File: src/rtl/line_fetch_pkg.sv
// Shared constants for the line fetcher: parameter defaults and FSM state encodings.
package line_fetch_pkg;

   localparam int unsigned H_PIXELS_DEF = 320;
   localparam int unsigned V_LINES_DEF  = 240;
   localparam int unsigned ADDR_W_DEF   = 17;
   localparam int unsigned DATA_W_DEF   = 8;

   localparam logic [7:0] BLANK_COLOUR_DEF = 8'h00;

   localparam logic [1:0] ST_IDLE       = 2'd0;
   localparam logic [1:0] ST_WAIT_READY = 2'd1;
   localparam logic [1:0] ST_FETCH      = 2'd2;
   localparam logic [1:0] ST_DRAIN      = 2'd3;

endpackage

File: src/rtl/line_addr_gen.sv
// Line base address, column counter and frame memory address register.
module line_addr_gen #(
   parameter int unsigned H_PIXELS = 320,
   parameter int unsigned ADDR_W   = 17,
   parameter int unsigned COL_W    = 9
) (
   input  logic              clk,
   input  logic              reset,
   input  logic              load_i,
   input  logic [7:0]        line_num_i,
   input  logic              start_i,
   input  logic              step_i,
   output logic [ADDR_W-1:0] addr_o,
   output logic              last_col_c
);

   logic [ADDR_W-1:0] base_c;
   logic [ADDR_W-1:0] base_q, base_d;
   logic [ADDR_W-1:0] addr_q, addr_d;
   logic [COL_W-1:0]  col_q, col_d;

   // 320 = 256 + 64, so the default width avoids a multiplier
   if (H_PIXELS == 32'd320) begin : g_shift_add
      assign base_c = (ADDR_W'(line_num_i) << 8) + (ADDR_W'(line_num_i) << 6);
   end else begin : g_mul
      assign base_c = ADDR_W'(32'(line_num_i) * H_PIXELS);
   end

   always_comb begin
      base_d = base_q;
      col_d  = col_q;
      addr_d = addr_q;
      if (load_i) begin
         base_d = base_c;
      end
      if (start_i) begin
         col_d  = '0;
         addr_d = base_q;
      end else if (step_i) begin
         col_d  = col_q + COL_W'(1);
         addr_d = base_q + ADDR_W'(col_d);
      end
   end

   always_ff @(posedge clk or posedge reset) begin
      if (reset) begin
         base_q <= '0;
         col_q  <= '0;
         addr_q <= '0;
      end else begin
         base_q <= base_d;
         col_q  <= col_d;
         addr_q <= addr_d;
      end
   end

   assign last_col_c = (col_q == COL_W'(H_PIXELS - 1));
   assign addr_o     = addr_q;

endmodule

File: src/rtl/line_fetch.sv
// Streams one line of colour numbers from frame memory into the line buffer
// through a two-stage read pipeline, filling out-of-range lines with a blank colour.
module line_fetch
   import line_fetch_pkg::*;
#(
   parameter int unsigned H_PIXELS = H_PIXELS_DEF,
   parameter int unsigned V_LINES  = V_LINES_DEF,
   parameter int unsigned ADDR_W   = ADDR_W_DEF,
   parameter int unsigned DATA_W   = DATA_W_DEF,
   parameter logic [DATA_W-1:0] BLANK_COLOUR = DATA_W'(BLANK_COLOUR_DEF)
) (
   input  logic              clk,
   input  logic              reset,
   input  logic              line_req,
   input  logic [7:0]        line_num,
   input  logic              ready,
   output logic              mem_rd,
   output logic [ADDR_W-1:0] mem_addr,
   input  logic [DATA_W-1:0] mem_data,
   output logic              write,
   output logic [DATA_W-1:0] data_o,
   output logic              busy,
   output logic              done,
   output logic              overrun,
   input  logic              overrun_clr
);

   localparam int unsigned COL_W = $clog2(H_PIXELS);

   logic [1:0]        state_q, state_d;
   logic              drain_q, drain_d;
   logic              blank_q, blank_d;
   logic              v1_q, v1_d;
   logic              write_q, write_d;
   logic [DATA_W-1:0] data_q, data_d;
   logic              mem_rd_q, mem_rd_d;
   logic              busy_q, busy_d;
   logic              done_q, done_d;
   logic              overrun_q, overrun_d;
   logic              load_c, start_c, step_c, last_col_c;

   line_addr_gen #(
      .H_PIXELS (H_PIXELS),
      .ADDR_W   (ADDR_W),
      .COL_W    (COL_W)
   ) u_addr_gen (
      .clk        (clk),
      .reset      (reset),
      .load_i     (load_c),
      .line_num_i (line_num),
      .start_i    (start_c),
      .step_i     (step_c),
      .addr_o     (mem_addr),
      .last_col_c (last_col_c)
   );

   // Next-state, strobes and registered-output next values
   always_comb begin
      state_d   = state_q;
      drain_d   = drain_q;
      blank_d   = blank_q;
      load_c    = 1'b0;
      start_c   = 1'b0;
      step_c    = 1'b0;
      done_d    = 1'b0;
      overrun_d = overrun_q;

      if (overrun_clr) begin
         overrun_d = 1'b0;
      end

      case (state_q)
         ST_IDLE: begin
            if (line_req) begin
               load_c  = 1'b1;
               blank_d = (32'(line_num) >= V_LINES);
               state_d = ST_WAIT_READY;
            end
         end
         ST_WAIT_READY: begin
            if (ready) begin
               start_c = 1'b1;
               state_d = ST_FETCH;
            end
         end
         ST_FETCH: begin
            if (last_col_c) begin
               drain_d = 1'b0;
               state_d = ST_DRAIN;
            end else begin
               step_c = 1'b1;
            end
         end
         ST_DRAIN: begin
            drain_d = 1'b1;
            if (drain_q) begin
               drain_d = 1'b0;
               done_d  = 1'b1;
               state_d = ST_IDLE;
            end
         end
         default: state_d = ST_IDLE;
      endcase

      // A dropped request outranks a clear in the same cycle
      if (line_req && (state_q != ST_IDLE)) begin
         overrun_d = 1'b1;
      end

      mem_rd_d = (state_d == ST_FETCH) && !blank_d;
      busy_d   = (state_d != ST_IDLE);
      v1_d     = (state_q == ST_FETCH);
      write_d  = v1_q;
      data_d   = data_q;
      if (v1_q) begin
         data_d = blank_q ? BLANK_COLOUR : mem_data;
      end
   end

   always_ff @(posedge clk or posedge reset) begin
      if (reset) begin
         state_q   <= ST_IDLE;
         drain_q   <= 1'b0;
         blank_q   <= 1'b0;
         v1_q      <= 1'b0;
         write_q   <= 1'b0;
         data_q    <= '0;
         mem_rd_q  <= 1'b0;
         busy_q    <= 1'b0;
         done_q    <= 1'b0;
         overrun_q <= 1'b0;
      end else begin
         state_q   <= state_d;
         drain_q   <= drain_d;
         blank_q   <= blank_d;
         v1_q      <= v1_d;
         write_q   <= write_d;
         data_q    <= data_d;
         mem_rd_q  <= mem_rd_d;
         busy_q    <= busy_d;
         done_q    <= done_d;
         overrun_q <= overrun_d;
      end
   end

   assign mem_rd  = mem_rd_q;
   assign write   = write_q;
   assign data_o  = data_q;
   assign busy    = busy_q;
   assign done    = done_q;
   assign overrun = overrun_q;

endmodule

File: config.mk
export PLATFORM = sky130hd
export DESIGN_NAME = line_fetch
export DESIGN_NICKNAME = d
export VERILOG_FILES = /design/src/rtl/line_fetch_pkg.sv /design/src/rtl/line_addr_gen.sv /design/src/rtl/line_fetch.sv
export SDC_FILE = /design/constraint.sdc
export NUM_CORES = 1
export LEC_CHECK = 0
export ABC_AREA = 0
export CAP_MARGIN = 20
export CORE_UTILIZATION = 51
export DETAILED_ROUTE_END_ITERATION = 16
export PLACE_DENSITY = 0.83
export SYNTH_ARGS = -nofsm -noshare
export SYNTH_HDL_FRONTEND = slang
export SYNTH_SLANG_ARGS = --single-unit
File: constraint.sdc
create_clock -name clk -period 3.9 [get_ports clk]
set_input_delay 0.39 -clock clk [delete_from_list [all_inputs] [get_ports clk]]
set_output_delay 0.39 -clock clk [all_outputs]
set_load 0.01 [all_outputs]
; ---- After elaboration in Yosys (flattened, before gate mapping)
; Index checks and enable logic that the tools add are counted.
[totals]
regBits = 61
latch_bits = 0
ram_bits = 0
romBits = 0
inputBits = 21
out_inout_bits = 30
elab_cells = 58
memories = 0
[classes]
addsub = 3
multipliers = 0
n_div = 0
order_cmp = 1
eq_ne = 6
shift = 0
n_mux = 25
bitwise = 0
n_reduce_logical = 10
[ops]
columns = operator, n
row1 = $mux W17, 2
row2 = $mux W9, 2
row3 = $add A16 B14 Y17, 1
row4 = $add A17 B9 Y17, 1
row5 = $mux W1, 14
row6 = $reduce_bool A2 Y1, 5
row7 = $add A9 B1 Y9 const B, 1
row8 = $eq A9 B9 Y1 const B, 1
row9 = $ge A8 B8 Y1 const B, 1
row10 = $mux W2, 4
row11 = $mux W8, 1
row12 = $pmux W2 S4, 1
row13 = $eq A2 B2 Y1 const B, 3
row14 = $eq A2 B1 Y1 const B, 1
row15 = $logic_and A1 B1 Y1, 2
row16 = $logic_not A2 Y1, 1
row17 = $ne A2 B1 Y1 const B, 1
row18 = $pmux W1 S2, 1
row19 = $reduce_and A2 Y1, 1
row20 = $logic_not A1 Y1, 1

; ---- Depth between registers and ports, before layout
; Gate-level depths: netlist of the first run.
[logic_depth]
depth_word = 5
depth_mapped = 11
depth_no_buf = 11

; ---- By module
; From an unflattened synthesis of the first run, not the netlist that was laid out.
[unflattened]
cells_unflattened = 265
hier_area_um2 = 2607.5
[by_module_without_submodules]
columns = mod, n_inst, cells_per_inst, area_each_um2
row1 = line_addr_gen, 1, 194, 1854.3
row2 = line_fetch, 1, 71, 753.2

; ---- Worst setup path before layout of the first run
; Ideal clock, no wire load.
[synth_timing]
path_type = register to register
from = register u_addr_gen.col_q[0]
to = register u_addr_gen.addr_q[9] (netlist: u_addr_gen.addr_o[9])
setup_time_ns = 0.125
arrival_time_ns = 2.573
setup_slack_ns = 1.203
stages_incl_launch_ff = 12
n_path_buf = 0
path_cell_list = dfrtp_1 -> ha_1 -> nand2_1 -> nor2_1 -> and3_1 -> xor2_1 -> ha_1 -> and3_1 -> a211oi_1 -> nor2_1 -> xor2_1 -> mux2_2
[synth_via]
elab_chain_len = 4
elab_cells_between_ends = 8
classes_between = add/sub: 2 / eq/ne: 1 / mux: 4 / reduce/logical: 1
[synth_lines]
columns = item, line_no
row1 = from (decl), line_addr_gen.sv:20  ; logic [COL_W-1:0] col_q, col_d;
row2 = from (signal assigned), line_addr_gen.sv:52  ; col_q <= col_d;
row3 = $add A9 B1 Y9 / $eq A9 B9 Y1 (equally long branches), "line_addr_gen.sv:40, line_addr_gen.sv:57"
row4 = $add A17 B9 Y17 / $mux W1 (equally long branches), "line_addr_gen.sv:41, line_fetch.sv:87"
row5 = $mux W17 / $mux W1 (equally long branches), "line_addr_gen.sv:39, line_fetch.sv:72"
row6 = $mux W17 / $reduce_bool A2 Y1 (equally long branches), --
row7 = to (signal assigned), line_addr_gen.sv:53  ; addr_q <= addr_d;
row8 = to (decl), line_addr_gen.sv:19  ; logic [ADDR_W-1:0] addr_q, addr_d;
; Several ways; a longest one is shown, not always the timed one. The select of a mux whose other input is x is not followed.
; A chain may end at the register's enable or synchronous reset.

; ---- Worst setup path in the final report of the first run
; Ends and elaborated chain as after synthesis.

==> flow_metrics.py, run 1 <==
metrics = {
    "run_status": {
        "status": "completed",
    },
    "cts": {
        "cts.repair.resized": 0,
        "cts_setup_buffers": 0,
        "cts_root_buffer": "clkbuf_8",
        "clkSlewWorstSetupHoldPaths_ns": 0.09,
        "hold_buffers": 0,
        "cts_made_buffers": 5,
        "cts_buffer_depth": 2,
        "clkSinkCount": 49,
        "cts-htree-levels": 2,
        "clkLatencyLatePin_ns": 0.30,
        "cts_tree": "built",
    },
    "die": {
        "rows": 25,
        "die_w_um": 73.0,
        "die_area_um2": 5330,
        "dieHeight_um": 73.0,
        "core_um2": 4790,
        "initial_core_util": 0.538,
        "design.portCount": 51,
    },
    "global_routing": {
        "grt_pass1_vias": 1768,
        "grt_pass1_wl_mm": 7.95,
        "overflow": 0,
        "grt_max_degree": 50,
        "antenna_found_initial": 0,
        "grtUsageTotal": 0.194,
    },
    "power": {
        "leakagePower_uw": 0.00142,
        "p_per_area_nw_per_um2": 669,
        "power_uw": 2140,
        "irDropWorstVdd_uv": 240,
    },
    "worst_setup_path": {
        "cp.arrival_ns": 3.29,
        "end_kind": "flop",
        "rrSetupSlack_ns": 0.80,
        "worstPathMaxFanout": 5,
        "critical_path_class": "reg2reg",
        "cp.required_ns": 4.09,
        "worstSetupStartpointType": "flop",
    },
    "layout": {
        "area_delta_synth_final_pct": 24.6,
        "num_antenna_cells": 0,
        "drive_gt1_frac": 0.0613,
        "finalNetCount": 343,
    },
    "synthesis": {
        "syn_inst": 264,
        "seq_area_frac_synth": 0.476,
        "synth_top_area_cell": "dfrtp_1",
        "syn_avg_cell_area_um2": 9.75,
        "synth_top_area_frac": 0.476,
        "synth_nets": 298,
        "synth-seq-cells": 49,
        "ys_top_cells_by_area": "dfrtp_1 (48%), nand2_1 (6.4%), ha_1 (5.3%), o21ai_0 (4.5%), xnor2_1 (3.7%)",
        "synth_area_um2": 2570,
        "ys_warn_count": 0,
        "ys_types": 45,
    },
    "place": {
        "pre_cts_slack_ns": 0.889,
        "globalplace.congestion": 0.772,
        "hpwl_mm": 3.41,
        "numPortBuffers": 50,
    },
    "worst_hold_path": {
        "hp-class": "in2async",
    },
    "sta": {
        "period_needed_ns": 3.10,
        "worst-slew-pin-transition_ns": 0.746,
        "maxSlewViolCount": 0,
        "fin_ws_ns": 0.797,
        "slew_headroom": 0.501,
        "fin_worst_skew_ns": 0.0106,
        "finalSetupTns_ns": 0,
        "period_share": 0.796,
        "clock.fmax_ghz": 0.322,
        "hold_violations": 0,
        "holdWs_ns": 0.407,
        "setup_violations": 0,
        "rsz0062_at_grt": "no",
    },
    "route": {
        "vias": 1998,
        "drc_errors": 0,
        "vias_per_cell": 5.30,
        "dr.first_iter.drc_count": 85,
        "drt_pass1_iterations": 4,
        "routed_wirelength_mm": 4.75,
        "wl_per_cell_um": 12.6,
        "postRouteAntennaNets": 0,
    },
    "job": {
        "max-cap-violations": 0,
    },
}
worst paths after layout:
check	start	endpoint	cells past startpoint
min in group clk	u_addr_gen.addr_o[7]$_DFFE_PP0P_	u_addr_gen.addr_o[7]$_DFFE_PP0P_	2
max in group asynchronous	reset	u_addr_gen.addr_o[14]$_DFFE_PP0P_	3
worst max register to register	u_addr_gen.col_q[0]$_DFFE_PP0P_	u_addr_gen.addr_o[9]$_DFFE_PP0P_	11
worst min register to register	u_addr_gen.addr_o[7]$_DFFE_PP0P_	u_addr_gen.addr_o[7]$_DFFE_PP0P_	2
worst min-delay path	reset	u_addr_gen.col_q[3]$_DFFE_PP0P_	2
worst max-delay path	u_addr_gen.col_q[0]$_DFFE_PP0P_	u_addr_gen.addr_o[9]$_DFFE_PP0P_	11
final cells by class:
| class | instances | area (um^2) |
|---|---|---|
| Fill cell | 396 | 1580 |
| Sequential cell | 49 | 1230 |
| Multi-Input combinational cell | 185 | 1200 |
| Timing Repair Buffer | 51 | 520 |
| Tap cell | 67 | 83.8 |
| Clock buffer | 6 | 72.6 |
| Inverter | 17 | 63.8 |
| Clock inverter | 2 | 38.8 |
flip-flops by register name (all words and copies together), names as in the netlist:
signal             cells
u_addr_gen.col_q       9
overrun                1
state_q                2
u_addr_gen.addr_o     11
done                   1
write                  1
busy                   1
u_addr_gen.base_q     11
v1_q                   1
blank_q                1
mem_rd                 1
data_o                 8
drain_q                1
report_power, final:
part	switching [uW]	total (uW)	internal, uW
combinational	429	890	461
clock	164	357	192
sequential	177	897	719
total	771	2140	1370
cells in the final DEF, fill, tap and decap left out, types with 4 or more instances in the layout:
cell,instances
o21ai_0,23
nor3_1,6
nor2_1,19
o21ai_1,7
clkbuf_8,5
clkdlybuf4s50_1,50
a211oi_1,4
nand2_1,44
nand3_1,4
inv_1,16
xnor2_1,11
xor2_1,8
ha_1,11
dfrtp_1,49
cells in the mapped netlist (all sizes together):
master and count:
a21oi 2, mux4 1, nand2 44, and3 2, inv 17, xor2 8
clkbuf 4, xnor2 11, a221o 1, o21a 3, nand2b 1, a21o 3
o21bai 1, dfrtp 49, nand3b 2, o22ai 1, or3 1, a211oi 4
buf 9, nand4 1, nor2b 3, a211o 1, o31ai 2, ha 11
or3b 1, fa 2, a22o 2, mux2 3, nand3 4, nor3 8
a22oi 2, o31a 2, mux2i 1, o211ai 2, nor2 20, o21ai 31
and3b 1, nor3b 3
per-stage QoR:
| step | instance area, um^2 | util | cells |
|---|---|---|---|
| 3_3_place_gp | 3070 | 0.642 | 368 |
| 2_1_floorplan | 2570 | - | 264 |
| 3_5_place_dp | 3070 | 0.642 | 368 |
| 4_1_cts | 3190 | 0.666 | 376 |
| 5_1_grt | 3210 | 0.670 | 377 |
| 6_report | 3210 | 0.670 | 377 |
routing by layer:
metal	routed length, um	up-vias	GRT usage
met1	2140	950	0.246
met3	198	12	0.0442
met5	0	-	0
met2	2300	48	0.324
met4	110	0	0.0741
li1	-	988	-
worst max-delay path, stage by stage, from the launching register on:
cell and delay, ns:
dfrtp_1 0.45, ha_1 0.23, nand2_1 0.12, nor2_1 0.25
and3_1 0.23, xor2_1 0.25, ha_1 0.29, and3_1 0.17
a211oi_1 0.47, nor2_1 0.10, xor2_1 0.16, mux2_2 0.25
logic make-up after synthesis:
kind of cell / Yosys count / synth area share
simple gates: 91 / 0.166
compound gates: 57 / 0.140
flops: 49 / 0.476
buf+inv: 30 / 0.0574
xor+xnor: 19 / 0.0647
fa+ha+maj: 13 / 0.0690
mux: 5 / 0.0258
No activity file was read; power rests on OpenSTA's default activity.
==> run 2: changes to the inputs <==
==> constraint.sdc (replaced) <==
create_clock -name clk -period 2.9 [get_ports clk]
set_input_delay 0.29 -clock clk [delete_from_list [all_inputs] [get_ports clk]]
set_output_delay 0.29 -clock clk [all_outputs]
set_load 0.01 [all_outputs]
==> flow_metrics.py, run 2 (synthesized netlist as in run 1, its figures left out) <==
metrics = {
    "worst_setup_path": {
        "crit_path_start": "u_addr_gen.col_q[0]$_DFFE_PP0P_",
        "r2r-start": "u_addr_gen.col_q[0]$_DFFE_PP0P_",
        "r2r_end": "u_addr_gen.addr_o[9]$_DFFE_PP0P_",
        "worstPathMaxFanout": 5,
        "end_kind": "flop",
        "worstSetupStartpointType": "flop",
        "critical_path_class": "reg2reg",
        "rrSetupSlack_ns": 0.24,
        "cp.required_ns": 3.09,
        "cp.arrival_ns": 2.86,
        "cp-endpoint": "u_addr_gen.addr_o[9]$_DFFE_PP0P_",
        "reg2regPathDepth": 11,
    },
    "sta": {
        "period_needed_ns": 2.66,
        "setup_violations": 0,
        "clock.fmax_ghz": 0.375,
        "slew_headroom": 0.500,
        "hold_violations": 0,
        "holdWs_ns": 0.237,
        "period_share": 0.919,
        "worst-slew-pin-transition_ns": 0.748,
        "maxSlewViolCount": 0,
        "fin_worst_skew_ns": 0.00556,
        "finalSetupTns_ns": 0,
    },
    "power": {
        "p_switching_uw": 1050,
        "leakagePower_uw": 0.00143,
        "p_int_uw": 1850,
        "power_uw": 2900,
        "clkPwrFrac": 0.167,
        "swShare": 0.362,
        "p_seq_frac": 0.416,
        "p_per_area_nw_per_um2": 895,
        "pwr-share-comb": 0.418,
        "irDropWorstVdd_uv": 446,
    },
    "run_status": {
        "status": "completed",
    },
    "layout": {
        "area_delta_synth_final_pct": 25.9,
        "post-route-util": 0.677,
        "instances_no_fill": 379,
        "layout_commonest_cell": "clkdlybuf4s50_1",
        "drive_gt1_frac": 0.0801,
        "multi_input_comb_area_um2": 1210,
        "final_cell_mix": "clkdlybuf4s50_1 (50), dfrtp_1 (49), nand2_1 (44), o21ai_0 (23), nor2_1 (18)",
        "n_fill_cell": 374,
        "finalNetCount": 345,
        "final-seq-area_um2": 1230,
        "num_antenna_cells": 0,
    },
    "die": {
        "core_um2": 4790,
        "design.portCount": 51,
        "die_area_um2": 5330,
        "die_w_um": 73.0,
        "dieHeight_um": 73.0,
        "rows": 25,
        "initial_core_util": 0.538,
    },
    "global_routing": {
        "grt_max_degree": 50,
        "antenna_found_initial": 0,
        "grtUsageTotal": 0.200,
        "grt_pass1_vias": 1828,
        "grt_pass1_wl_mm": 8.17,
        "overflow": 0,
    },
    "place": {
        "globalplace.congestion": 0.775,
        "hpwl_mm": 3.49,
        "numPortBuffers": 50,
        "dp.cells": 370,
    },
    "route": {
        "drc_errors": 0,
        "wl_per_cell_um": 13.0,
        "drt_pass1_iterations": 4,
        "postRouteAntennaNets": 0,
        "vias": 2041,
        "dr.first_iter.drc_count": 126,
        "vias_per_cell": 5.39,
        "routed_wirelength_mm": 4.91,
    },
    "cts": {
        "cts-htree-levels": 2,
        "cts_tree": "built",
        "cts.repair.resized": 0,
        "cts_root_buffer": "clkbuf_8",
        "cts_buffer_depth": 2,
        "clkSinkCount": 49,
        "hold_buffers": 0,
        "clkSlewWorstSetupHoldPaths_ns": 0.09,
        "cts_made_buffers": 5,
        "clkLatencyLatePin_ns": 0.30,
        "cts_setup_buffers": 0,
    },
    "job": {
        "max-cap-violations": 0,
    },
    "worst_hold_path": {
        "hp-class": "in2async",
    },
}
## run 2: cell count changes in the layout (fill, tap and decap cells not counted)
| cell | change |
|---|---|
| clkinvlp_4 | +1 |
| xor2_1 | -1 |
| buf_4 | +2 |
| xor2_2 | +1 |
| a211oi_1 | -1 |
| a211oi_2 | +1 |
| nor2_1 | -1 |
| nor2_2 | +1 |
| clkbuf_1 | -1 |
## run 2: through the flow
stage / cell area (um^2) / setup WS (ns)
6_report: 3240 / 0.236
3_3_place_gp: 3090 / 0.232
2_1_floorplan: 2570 / 0.203
5_1_grt: 3240 / -0.0114
3_5_place_dp: 3090 / 0.164
4_1_cts: 3200 / 0.153
## run 2: worst min path at each step
stage / cells after the start / end / start
after global placement: 2 / u_addr_gen.addr_o[7]$_DFFE_PP0P_ / u_addr_gen.addr_o[7]$_DFFE_PP0P_
after global routing: 2 / u_addr_gen.col_q[6]$_DFFE_PP0P_ / reset
after floorplan: 0 / write$_DFF_PP0_ / v1_q$_DFF_PP0_
after detailed placement: 2 / u_addr_gen.addr_o[7]$_DFFE_PP0P_ / u_addr_gen.addr_o[7]$_DFFE_PP0P_
final: 2 / u_addr_gen.col_q[7]$_DFFE_PP0P_ / reset
after CTS: 2 / u_addr_gen.addr_o[7]$_DFFE_PP0P_ / u_addr_gen.addr_o[7]$_DFFE_PP0P_
## run 2: routing by layer
metal  global-route usage  wire length (um)  up-vias
met5                    0                 0        -
met4               0.0697                42        0
met3               0.0414               258        4
met2                0.336              2410       70
met1                0.256              2200      974
li1                     -                 -      993
## run 2: area by class of cell
type | instances | area share
Inverter | 17 | 0.0197
Multi-Input combinational cell | 185 | 0.375
Clock buffer | 5 | 0.0212
Tap cell | 67 | 0.0259
Clock inverter | 3 | 0.0143
Sequential cell | 49 | 0.379
Timing Repair Buffer | 53 | 0.165
## run 2: critical path, stage by stage (launching register included)
cell and delay (ns):
dfrtp_1 0.42, ha_1 0.22, nand2_1 0.14, nor2_2 0.19
and3_1 0.23, xor2_2 0.19, ha_1 0.27, and3_1 0.18
a211oi_2 0.22, nor2_1 0.09, xor2_1 0.16, mux2_2 0.26
## run 2: power groups by stage
stage / sequential, uW / combinational (uW) / clock [uW]
2_1_floorplan: 1240 / 694 / 0
3_3_place_gp: 1200 / 1180 / 0
3_5_place_dp: 1220 / 1210 / 0
4_1_cts: 1200 / 1220 / 494
5_1_grt: 1250 / 1350 / 512
6_report: 1200 / 1210 / 484
